<file path="config.mk">
export PLATFORM = sky130hd
export DESIGN_NAME = key_step_ctrl
export DESIGN_NICKNAME = d
export VERILOG_FILES = /design/src/rtl/key_step_ctrl.sv
export SDC_FILE = /design/constraint.sdc
export NUM_CORES = 1
export LEC_CHECK = 0
export CAP_MARGIN = 20
export CORE_MARGIN = 1
export CORE_UTILIZATION = 65
export CTS_CLUSTER_SIZE = 24
export DETAILED_ROUTE_END_ITERATION = 8
export PLACE_DENSITY_LB_ADDON = 0.25
export SKIP_CTS_REPAIR_TIMING = 1
export SLEW_MARGIN = 20
export SYNTH_ARGS = -nofsm -noshare
export SYNTH_HDL_FRONTEND = slang
export SYNTH_SLANG_ARGS = --single-unit
</file>
<file path="constraint.sdc">
create_clock -name CLOCK_50 -period 5.34 [get_ports CLOCK_50]
set_input_delay 1.602 -clock CLOCK_50 [delete_from_list [all_inputs] [get_ports CLOCK_50]]
set_output_delay 1.602 -clock CLOCK_50 [all_outputs]
set_load 0.02 [all_outputs]
</file>
<file path="src/rtl/key_step_ctrl.sv">
// Push-button conditioner for the DE2 step counter: synchronizes and debounces the keys,
// turns a step press into a single pulse with auto-repeat, and adds an optional free-running tick.
module key_step_ctrl #(
  parameter int DEBOUNCE_CYCLES = 1000000,
  parameter int REPEAT_DELAY    = 25000000,
  parameter int REPEAT_PERIOD   = 5000000,
  parameter int AUTO_RATE       = 50000000
) (
  input  logic CLOCK_50,
  input  logic RESET_N,
  input  logic key_step_n,
  input  logic key_load_n,
  input  logic run_en,
  output logic step,
  output logic load_n,
  output logic held
);

  localparam int MAX_A  = (DEBOUNCE_CYCLES > REPEAT_DELAY) ? DEBOUNCE_CYCLES : REPEAT_DELAY;
  localparam int MAX_F  = (MAX_A > REPEAT_PERIOD) ? MAX_A : REPEAT_PERIOD;
  localparam int CNT_W  = $clog2(MAX_F);
  localparam int DB_W   = $clog2(DEBOUNCE_CYCLES);
  localparam int PRE_W  = $clog2(AUTO_RATE);

  localparam logic [CNT_W-1:0] DB_LAST  = CNT_W'(DEBOUNCE_CYCLES - 1);
  localparam logic [CNT_W-1:0] RD_LAST  = CNT_W'(REPEAT_DELAY - 1);
  localparam logic [CNT_W-1:0] RP_LAST  = CNT_W'(REPEAT_PERIOD - 1);
  localparam logic [DB_W-1:0]  LD_LAST  = DB_W'(DEBOUNCE_CYCLES - 1);
  localparam logic [PRE_W-1:0] AR_LAST  = PRE_W'(AUTO_RATE - 1);

  typedef enum logic [2:0] {
    IDLE       = 3'd0,
    PRESS_DB   = 3'd1,
    HELD       = 3'd2,
    REPEAT     = 3'd3,
    RELEASE_DB = 3'd4
  } state_t;

  logic step_s1_q, step_s2_q;
  logic load_s1_q, load_s2_q;
  logic run_s1_q,  run_s2_q;

  state_t            state_q, state_d;
  logic [CNT_W-1:0]  cnt_q, cnt_d;
  logic [PRE_W-1:0]  pre_q, pre_d;
  logic [DB_W-1:0]   lcnt_q, lcnt_d;
  logic              load_q, load_d;
  logic              step_q, step_d;
  logic              held_q, held_d;
  logic              fsm_pulse;
  logic              auto_pulse;

  // Two-flop synchronizers; keys idle high, run switch idles low
  always_ff @(posedge CLOCK_50 or negedge RESET_N) begin
    if (!RESET_N) begin
      step_s1_q <= 1'b1;
      step_s2_q <= 1'b1;
      load_s1_q <= 1'b1;
      load_s2_q <= 1'b1;
      run_s1_q  <= 1'b0;
      run_s2_q  <= 1'b0;
    end else begin
      step_s1_q <= key_step_n;
      step_s2_q <= step_s1_q;
      load_s1_q <= key_load_n;
      load_s2_q <= load_s1_q;
      run_s1_q  <= run_en;
      run_s2_q  <= run_s1_q;
    end
  end

  // Step FSM: one shared counter, cleared whenever the state changes
  always_comb begin
    state_d   = state_q;
    cnt_d     = cnt_q;
    fsm_pulse = 1'b0;
    case (state_q)
      IDLE: begin
        cnt_d = '0;
        if (!step_s2_q) state_d = PRESS_DB;
      end
      PRESS_DB: begin
        if (step_s2_q) begin
          state_d = IDLE;
          cnt_d   = '0;
        end else if (cnt_q == DB_LAST) begin
          state_d   = HELD;
          cnt_d     = '0;
          fsm_pulse = 1'b1;
        end else begin
          cnt_d = cnt_q + CNT_W'(1);
        end
      end
      HELD: begin
        if (step_s2_q) begin
          state_d = RELEASE_DB;
          cnt_d   = '0;
        end else if (cnt_q == RD_LAST) begin
          state_d   = REPEAT;
          cnt_d     = '0;
          fsm_pulse = 1'b1;
        end else begin
          cnt_d = cnt_q + CNT_W'(1);
        end
      end
      REPEAT: begin
        if (step_s2_q) begin
          state_d = RELEASE_DB;
          cnt_d   = '0;
        end else if (cnt_q == RP_LAST) begin
          cnt_d     = '0;
          fsm_pulse = 1'b1;
        end else begin
          cnt_d = cnt_q + CNT_W'(1);
        end
      end
      RELEASE_DB: begin
        // A low sample only restarts the release filter; it never re-arms a press
        if (!step_s2_q) begin
          cnt_d = '0;
        end else if (cnt_q == DB_LAST) begin
          state_d = IDLE;
          cnt_d   = '0;
        end else begin
          cnt_d = cnt_q + CNT_W'(1);
        end
      end
      default: begin
        state_d = IDLE;
        cnt_d   = '0;
      end
    endcase
  end

  always_comb begin
    pre_d      = '0;
    auto_pulse = 1'b0;
    if (run_s2_q) begin
      if (pre_q == AR_LAST) begin
        auto_pulse = 1'b1;
      end else begin
        pre_d = pre_q + PRE_W'(1);
      end
    end
  end

  always_comb begin
    load_d = load_q;
    lcnt_d = '0;
    if (load_s2_q != load_q) begin
      if (lcnt_q == LD_LAST) begin
        load_d = load_s2_q;
      end else begin
        lcnt_d = lcnt_q + DB_W'(1);
      end
    end
  end

  // Gate on the next load level so step never overlaps an asserted load_n
  always_comb begin
    step_d = (fsm_pulse | auto_pulse) & load_d;
    held_d = (state_d == HELD) || (state_d == REPEAT);
  end

  always_ff @(posedge CLOCK_50 or negedge RESET_N) begin
    if (!RESET_N) begin
      state_q <= IDLE;
      cnt_q   <= '0;
      pre_q   <= '0;
      lcnt_q  <= '0;
      load_q  <= 1'b1;
      step_q  <= 1'b0;
      held_q  <= 1'b0;
    end else begin
      state_q <= state_d;
      cnt_q   <= cnt_d;
      pre_q   <= pre_d;
      lcnt_q  <= lcnt_d;
      load_q  <= load_d;
      step_q  <= step_d;
      held_q  <= held_d;
    end
  end

  assign step   = step_q;
  assign load_n = load_q;
  assign held   = held_q;

endmodule

</file>
==> impl_metrics.ini, run 1 <==
[outcome]
run_status = completed

[worst_setup_path]
worstPathArrival_ns = 1.50
cp.required_ns = 3.74
rrSetupSlack_ns = 3.03
critPathTopFamily = buffers and inverters
crit_fanout = 3
r2r_cells = 6
critPathLaunchType = flop
critPathBufInv = 1
startpoint = load_n
cpMaxStageDelayCell = clkdlybuf4s50_1
max_stage_delay_ns = 0.60
path_class = reg -> out
cp-end-kind = output port
reg2reg_to = cnt_q[9]
endpoint = load_n
path_cells = clkdlybuf4s50_1
timing.rr.start = cnt_q[0]
path_depth = 1

[floorplanning]
dieHeight_um = 80.2
dieArea_mm2 = 0.00643
core-area_mm2 = 0.00592
dieWidth_um = 80.2
start_util = 0.671
fp-row-count = 28
ios = 8

[sta]
period_minus_slack_ns = 3.10
skew_ns = 0.00884
final-hold-violation-count = 0
worst_pin_slew_ns = 1.07
rsz0062_at_grt = false
finalSetupTns_ns = 0
fmax_ghz = 0.322
finalCritPeriodShare = 0.581
drv_slew = 0
slew_headroom = 0.280
setup_viol = 0

[clocking]
clock-root-buffer = clkbuf_8
cts_buffers = 9
cts_tree = done
max-clock-path-buffers = 2
cts-htree-levels = 3
clkLatencyLatePin_ns = 0.35
path_clk_slew_ns = 0.08
cts.sinks = 83

[logic_synthesis]
synth_simple_gate_area_share = 0.282
netlist_top_cells_count = nor2_1 (81), dfrtp_1 (78), xor2_1 (45)
syn_area_mm2 = 0.00397
synth-xor-area-share = 0.146
syn_avg_cell_area_um2 = 10.1
yosys.area.top_type = dfrtp_1
synthFlopType = dfrtp_1
ys_top_cells_by_area = dfrtp_1 (49%), xor2_1 (9.9%), nor2_1 (7.7%)
yosysWarnings = 0
synth.yosys.seq_area_share = 0.524
synth-seq-cells = 83
yosysMostFrequentCell = nor2_1
synth-compound-area-share = 0.0173
synth_cells = 395
async_reset_ff_frac = 1.00
synth_fa_ha_area_frac = 0.00945
ys_types = 37
synth_top_family_by_area = simple AND/OR/NAND/NOR gates
syn-num-nets = 403
synth_edf_count = 0
synthMuxAreaShare = 0.00283
synth_top_cell_area_share = 0.491

[finish]
num_antenna_cells = 0
drive_above_1_share = 0.0663
syn_to_final_growth_pct = 7.97
fin_nets = 411
fill_cells = 434

[hold_path]
hold_path_class = reg -> reg

[global_route]
grtUsageTotal = 0.246
grt_max_degree = 84
grt.overflow.total = 0
grt_pass1_wl_mm = 11.8
first_global_vias = 2651
antenna_found_initial = 0

[detailed_routing]
drt_wl_total_mm = 7.08
wl_per_cell_um = 14.7
vias = 2774
antenna_left = 0
drc = 0
drtIter0Drc = 215
viasPerCell = 5.76
dr.pass1.iters = 4

[place]
gp_congestion = 0.790
dp_hpwl_mm = 4.62
port-buffer-count = 7

[pwr]
finalPower_mw = 1.15
p_leak_nw = 1.79
cellPowerDensity_mw_per_mm2 = 269
peakVddDrop_uv = 175

[run]
drv_cap = 0
sequential cells by signal (all words and copies together) (netlist names):
register	flops
load_n	1
lcnt_q	20
cnt_q	25
step	1
load_s1_q	1
pre_q	26
state_q	3
held	1
step_s1_q	1
step_s2_q	1
run_s2_q	1
run_s1_q	1
load_s2_q	1
per-layer routing:
metal | up-vias | routed length [um] | track usage
li1 | 1369 | - | -
met1 | 1343 | 3210 | 0.306
met4 | 0 | 148 | 0.139
met2 | 48 | 3480 | 0.397
met5 | - | 0 | 0
met3 | 14 | 230 | 0.0523
stage by stage:
stage	util	hold WS (ns)	std cells	cell area (um2)	setup slack, ns
2_1_floorplan	-	0.331	395	3970	3.16
3_3_place_gp	0.689	0.347	467	4080	2.62
6_report	0.724	0.359	482	4290	2.24
4_1_cts	0.724	0.361	482	4290	2.22
5_1_grt	0.724	0.363	482	4290	2.18
3_5_place_dp	0.689	0.349	467	4080	2.61
report_power, final:
group          switching [mW]  total (mW)  internal [mW]
registers             0.00774       0.644          0.636
logic                  0.0241      0.0333        0.00921
clock network           0.215       0.475          0.260
total                   0.246        1.15          0.906
worst min path at each step:
stage	slack [ns]	start	depth (start not counted)	to
floorplan	0.33	run_s1_q	0	run_s2_q
global placement	0.35	load_s1_q	0	load_s2_q
detailed placement	0.35	load_s1_q	0	load_s2_q
CTS	0.36	load_s1_q	0	load_s2_q
global route	0.36	load_s1_q	0	load_s2_q
finish	0.36	load_s1_q	0	load_s2_q
cells in the final DEF (no fill, tap or decap), types with 2 or more instances in the layout:
cell	n
nor3b_1	4
nor4bb_1	3
inv_1	5
clkbuf_8	9
clkdlybuf4s50_1	6
xnor2_1	21
nand2_1	24
ha_1	3
and4b_1	2
and2_1	2
nand4_1	24
clkinv_2	2
nor2_1	81
dfstp_2	5
bufinv_16	2
a21oi_1	2
nand3b_1	3
and4_1	6
xor2_1	45
nand2b_1	3
nor2b_1	4
nor4_1	10
nand3_1	30
nor3_1	9
dfrtp_1	78
and3_1	8
or2_2	2
final cells by class:
class	instances	area, um2	share of cell area
flip-flops and latches	83	2080	0.486
multi-input cells	297	1820	0.423
clock buffers	10	128	0.0298
well taps	75	93.8	0.0219
clock inverters	5	78.8	0.0184
repair buffers	7	71.3	0.0166
inverters	5	18.8	0.00438
cells by family after synthesis:
group | count (synthesis)
muxes | 1
DFF | 83
adders and majority gates | 3
xor gates and xnor gates | 66
AOI/OAI and AO/OA | 8
buffers and inverters | 15
and+or+nand+nor | 219
(Power assumes the default switching activity.)
==> run 2, diff against run 1 <==
Settings changed: CORE_UTILIZATION 65 to 56.
Clock period 5.34 ns to 2.6 ns, I/O delays scaled along.
==> impl_metrics.ini, run 2 (synthesis gave the netlist of run 1 again) <==
[detailed_routing]
dr.pass1.iters = 4
antenna_left = 0
vias = 2767
wl_per_cell_um = 13.9
drc = 0
drtIter0Drc = 104
drt_wl_total_mm = 7.11
viasPerCell = 5.41

[floorplanning]
start_util = 0.582
dieArea_mm2 = 0.00743
fp-row-count = 30
dieHeight_um = 86.2
ios = 8
core-area_mm2 = 0.00683
dieWidth_um = 86.2

[finish]
final_util = 0.643
fin_nets = 418
fill_cells = 552
final_cell_mix = nor2_1 (81), dfrtp_1 (78), xor2_1 (45), nand3_1 (30)
largest_register = pre_q
drive_above_1_share = 0.0867
syn_to_final_growth_pct = 10.6
layout_commonest_cell = nor2_1
top_regs = pre_q: 26 flops, cnt_q: 25 flops, lcnt_q: 20 flops
fin_cells = 511
largest_reg_flops = 26
num_antenna_cells = 0

[sta]
setup_viol = 0
slew_headroom = 0.597
final-hold-violation-count = 0
worst_pin_slew_ns = 0.602
period_minus_slack_ns = 2.30
skew_ns = 0.0102
drv_slew = 0
finalSetupTns_ns = 0
finalCritPeriodShare = 0.883
fmax_ghz = 0.435
rsz0062_at_grt = false
fin_ws_ns = 0.303

[global_route]
grtUsageTotal = 0.212
grt_pass1_wl_mm = 12.4
first_global_vias = 2750
grt_max_degree = 44
antenna_found_initial = 0
grt.overflow.total = 0

[run]
drv_cap = 0

[worst_setup_path]
critPathBufInv = 1
rrSetupSlack_ns = 0.34
cp-end-kind = output port
path_class = reg -> out
cp.required_ns = 1.82
cpMaxStageDelayCell = clkdlybuf4s50_1
worstPathArrival_ns = 1.52
path_cells = clkdlybuf4s50_1
max_stage_delay_ns = 0.60
crit_fanout = 3
critPathTopFamily = buffers and inverters
critPathLaunchType = flop

[pwr]
peakVddDrop_uv = 328
p_leak_nw = 1.83
cellPowerDensity_mw_per_mm2 = 550

[place]
dp_hpwl_mm = 4.79
dp.cells = 495
dp_slack_ns = 0.344
port-buffer-count = 7
gp_congestion = 0.846

[clocking]
cts.sinks = 83
clock-root-buffer = clkbuf_8
max-clock-path-buffers = 2
path_clk_slew_ns = 0.08
cts_tree = done
cts_buffers = 9
clkLatencyLatePin_ns = 0.35
cts-htree-levels = 3

[hold_path]
hold_path_class = reg -> reg

[outcome]
run_status = completed
[run 2: changes by cell type in the layout (fill, tap and decap cells not counted), sizes merged]
cell	before	now
inv	5	7
buf	1	8
clkinvlp	0	3
clkbuf	10	9
clkinv	3	0
[run 2: area by class of cell]
cell class                      count  area, um2  share of cell area
Sequential cell                    83       2080               0.474
Tap cell                           96        120              0.0273
Timing Repair Buffer               14        133              0.0302
Clock inverter                      7        100              0.0228
Multi-Input combinational cell    297       1820               0.413
Inverter                            5       18.8             0.00427
Clock buffer                        9        124              0.0282
[run 2: worst paths after layout]
path                                start        end  depth (start not counted)
min in group asynchronous         RESET_N  cnt_q[20]                          1
worst max register to register   cnt_q[6]   cnt_q[4]                          5
worst max-delay path               load_n     load_n                          1
worst min-delay path            step_s1_q  step_s2_q                          0
worst min register to register  step_s1_q  step_s2_q                          0
max in group asynchronous         RESET_N  step_s1_q                          2
[run 2: report_power, final]
part           internal [mW]  switching, mW
clock                  0.547          0.475
sequential              1.31         0.0152
combinational         0.0226         0.0507
total                   1.88          0.541
[run 2: per-stage QoR]
step / hold slack (ns) / power [mW] / cell area (um2)
after floorplan: 0.331 / 1.38 / 3970
after global placement: 0.334 / 1.42 / 4170
after detailed placement: 0.341 / 1.42 / 4170
after CTS: 0.360 / 2.45 / 4390
after global routing: 0.363 / 2.53 / 4390
final: 0.359 / 2.42 / 4390
[run 2: metal layers]
metal | global-route usage | vias to the layer above | part of all wire
li1 | - | 1389 | -
met2 | 0.329 | 30 | 0.47
met1 | 0.294 | 1337 | 0.49
met3 | 0.0362 | 11 | 0.023
met5 | 0 | - | 0
met4 | 0.0985 | 0 | 0.016
==> run 3, diff against run 2 <==
Settings changed: CORE_UTILIZATION 56 to 35.
Clock period 2.6 ns to 3 ns, I/O delays scaled along.
==> impl_metrics.ini, run 3 (synthesis gave the netlist of run 1 again) <==
[outcome]
run_status = completed

[sta]
setup_viol = 0
period_minus_slack_ns = 2.40
slew_headroom = 0.597
fmax_ghz = 0.416
finalSetupTns_ns = 0
finalCritPeriodShare = 0.801
final-hold-violation-count = 0
drv_slew = 0
worst_pin_slew_ns = 0.602
skew_ns = 0.00761
rsz0062_at_grt = false
fin_ws_ns = 0.597

[worst_setup_path]
crit_fanout = 3
cp-end-kind = output port
path_cells = clkdlybuf4s50_1
timing.rr.start = cnt_q[0]
max_stage_delay_ns = 0.60
worstPathArrival_ns = 1.50
reg2reg_to = cnt_q[19]
critPathBufInv = 1
critPathLaunchType = flop
r2r_cells = 6
critPathTopFamily = buffers and inverters
cpMaxStageDelayCell = clkdlybuf4s50_1
rrSetupSlack_ns = 0.70
cp.required_ns = 2.10
path_class = reg -> out
path_depth = 1

[place]
port-buffer-count = 7
dp_slack_ns = 0.695
dp_hpwl_mm = 4.81
gp_congestion = 0.802

[clocking]
cts.sinks = 83
clock-root-buffer = clkbuf_16
path_clk_slew_ns = 0.06
cts_tree = done
cts_buffers = 9
cts-htree-levels = 3
clkLatencyLatePin_ns = 0.34
max-clock-path-buffers = 2

[finish]
largest_reg_flops = 26
largest_register = pre_q
syn_to_final_growth_pct = 13.1
seq_area_mm2 = 0.00208
multi_input_area_mm2 = 0.00182
fin_nets = 417
top_regs = pre_q: 26 flops, cnt_q: 25 flops, lcnt_q: 20 flops
layout_commonest_cell = nor2_1
fill_cells = 1077
final_cell_mix = nor2_1 (81), dfrtp_1 (78), xor2_1 (45), nand3_1 (30)
drive_above_1_share = 0.0845
num_antenna_cells = 0

[global_route]
grt.overflow.total = 0
grt_pass1_wl_mm = 12.9
grt_max_degree = 47
grtUsageTotal = 0.141
antenna_found_initial = 0
first_global_vias = 2731

[detailed_routing]
wl_per_cell_um = 13.1
met3_length_um = 174
top_layer = met4
drt_wl_total_mm = 7.28
drc = 0
vias = 2782
drt-met1-wl_mm = 3.63
antenna_left = 0
dr.pass1.iters = 4
viasPerCell = 5.02
wl_met2_mm = 3.31
drtIter0Drc = 148

[floorplanning]
ios = 8
dieArea_mm2 = 0.0118
fp-row-count = 38
dieWidth_um = 109
dieHeight_um = 109
core-area_mm2 = 0.0109
start_util = 0.363

[hold_path]
hold_path_class = reg -> reg
hold_depth = 0
hold_end = run_s2_q
hold_start = run_s1_q

[pwr]
cellPowerDensity_mw_per_mm2 = 498
p_leak_nw = 1.86
peakVddDrop_uv = 267

[run]
drv_cap = 0
[run 3: cell types whose count changed in the layout (fill, tap and decap cells not counted), sizes merged]
cell,previous run,this run
bufinv,2,0
buf,8,7
clkinvlp,3,2
inv,7,8
clkinv,0,2
[run 3: worst max path at each step]
stage / endpoint / startpoint / slack [ns]
2_1_floorplan: cnt_q[2] / cnt_q[6] / 0.94
3_3_place_gp: cnt_q[19] / cnt_q[0] / 0.79
3_5_place_dp: cnt_q[1] / cnt_q[0] / 0.69
4_1_cts: load_n / load_n / 0.58
5_1_grt: cnt_q[3] / cnt_q[0] / 0.55
6_report: load_n / load_n / 0.60
[run 3: power breakdown]
group          switching (mW)  internal (mW)
Combinational          0.0451         0.0197
Sequential             0.0132           1.13
Clock                   0.460          0.566
[run 3: per-layer routing]
metal,global-route usage,up-vias
met2,0.220,25
li1,-,1391
met4,0.0753,0
met3,0.0283,12
met1,0.184,1354
met5,0,-
[run 3: layout make-up]
cell class | instances | share of cell area
flip-flops and latches | 83 | 0.464
well taps | 140 | 0.0390
inverters | 5 | 0.00418
clock buffers | 9 | 0.0501
repair buffers | 13 | 0.0278
multi-input cells | 297 | 0.404
clock inverters | 7 | 0.0114
[run 3: worst reg2reg max path: stages (launching register included)]
cell and delay, ns:
dfrtp_1 0.40, ha_1 0.20, nand3_1 0.25, or4_4 0.63, nor3_4 0.25, o22a_4 0.35
nor2_1 0.10
[run 3: through the flow]
step | hold slack, ns | cells | util | area, um2 | total power, mW
after floorplan | 0.331 | 395 | - | 3970 | 1.20
after global placement | 0.349 | 538 | 0.386 | 4220 | 1.23
after detailed placement | 0.340 | 538 | 0.386 | 4220 | 1.24
after CTS | 0.354 | 554 | 0.411 | 4490 | 2.27
after global routing | 0.355 | 554 | 0.411 | 4490 | 2.34
final | 0.351 | 554 | 0.411 | 4490 | 2.24
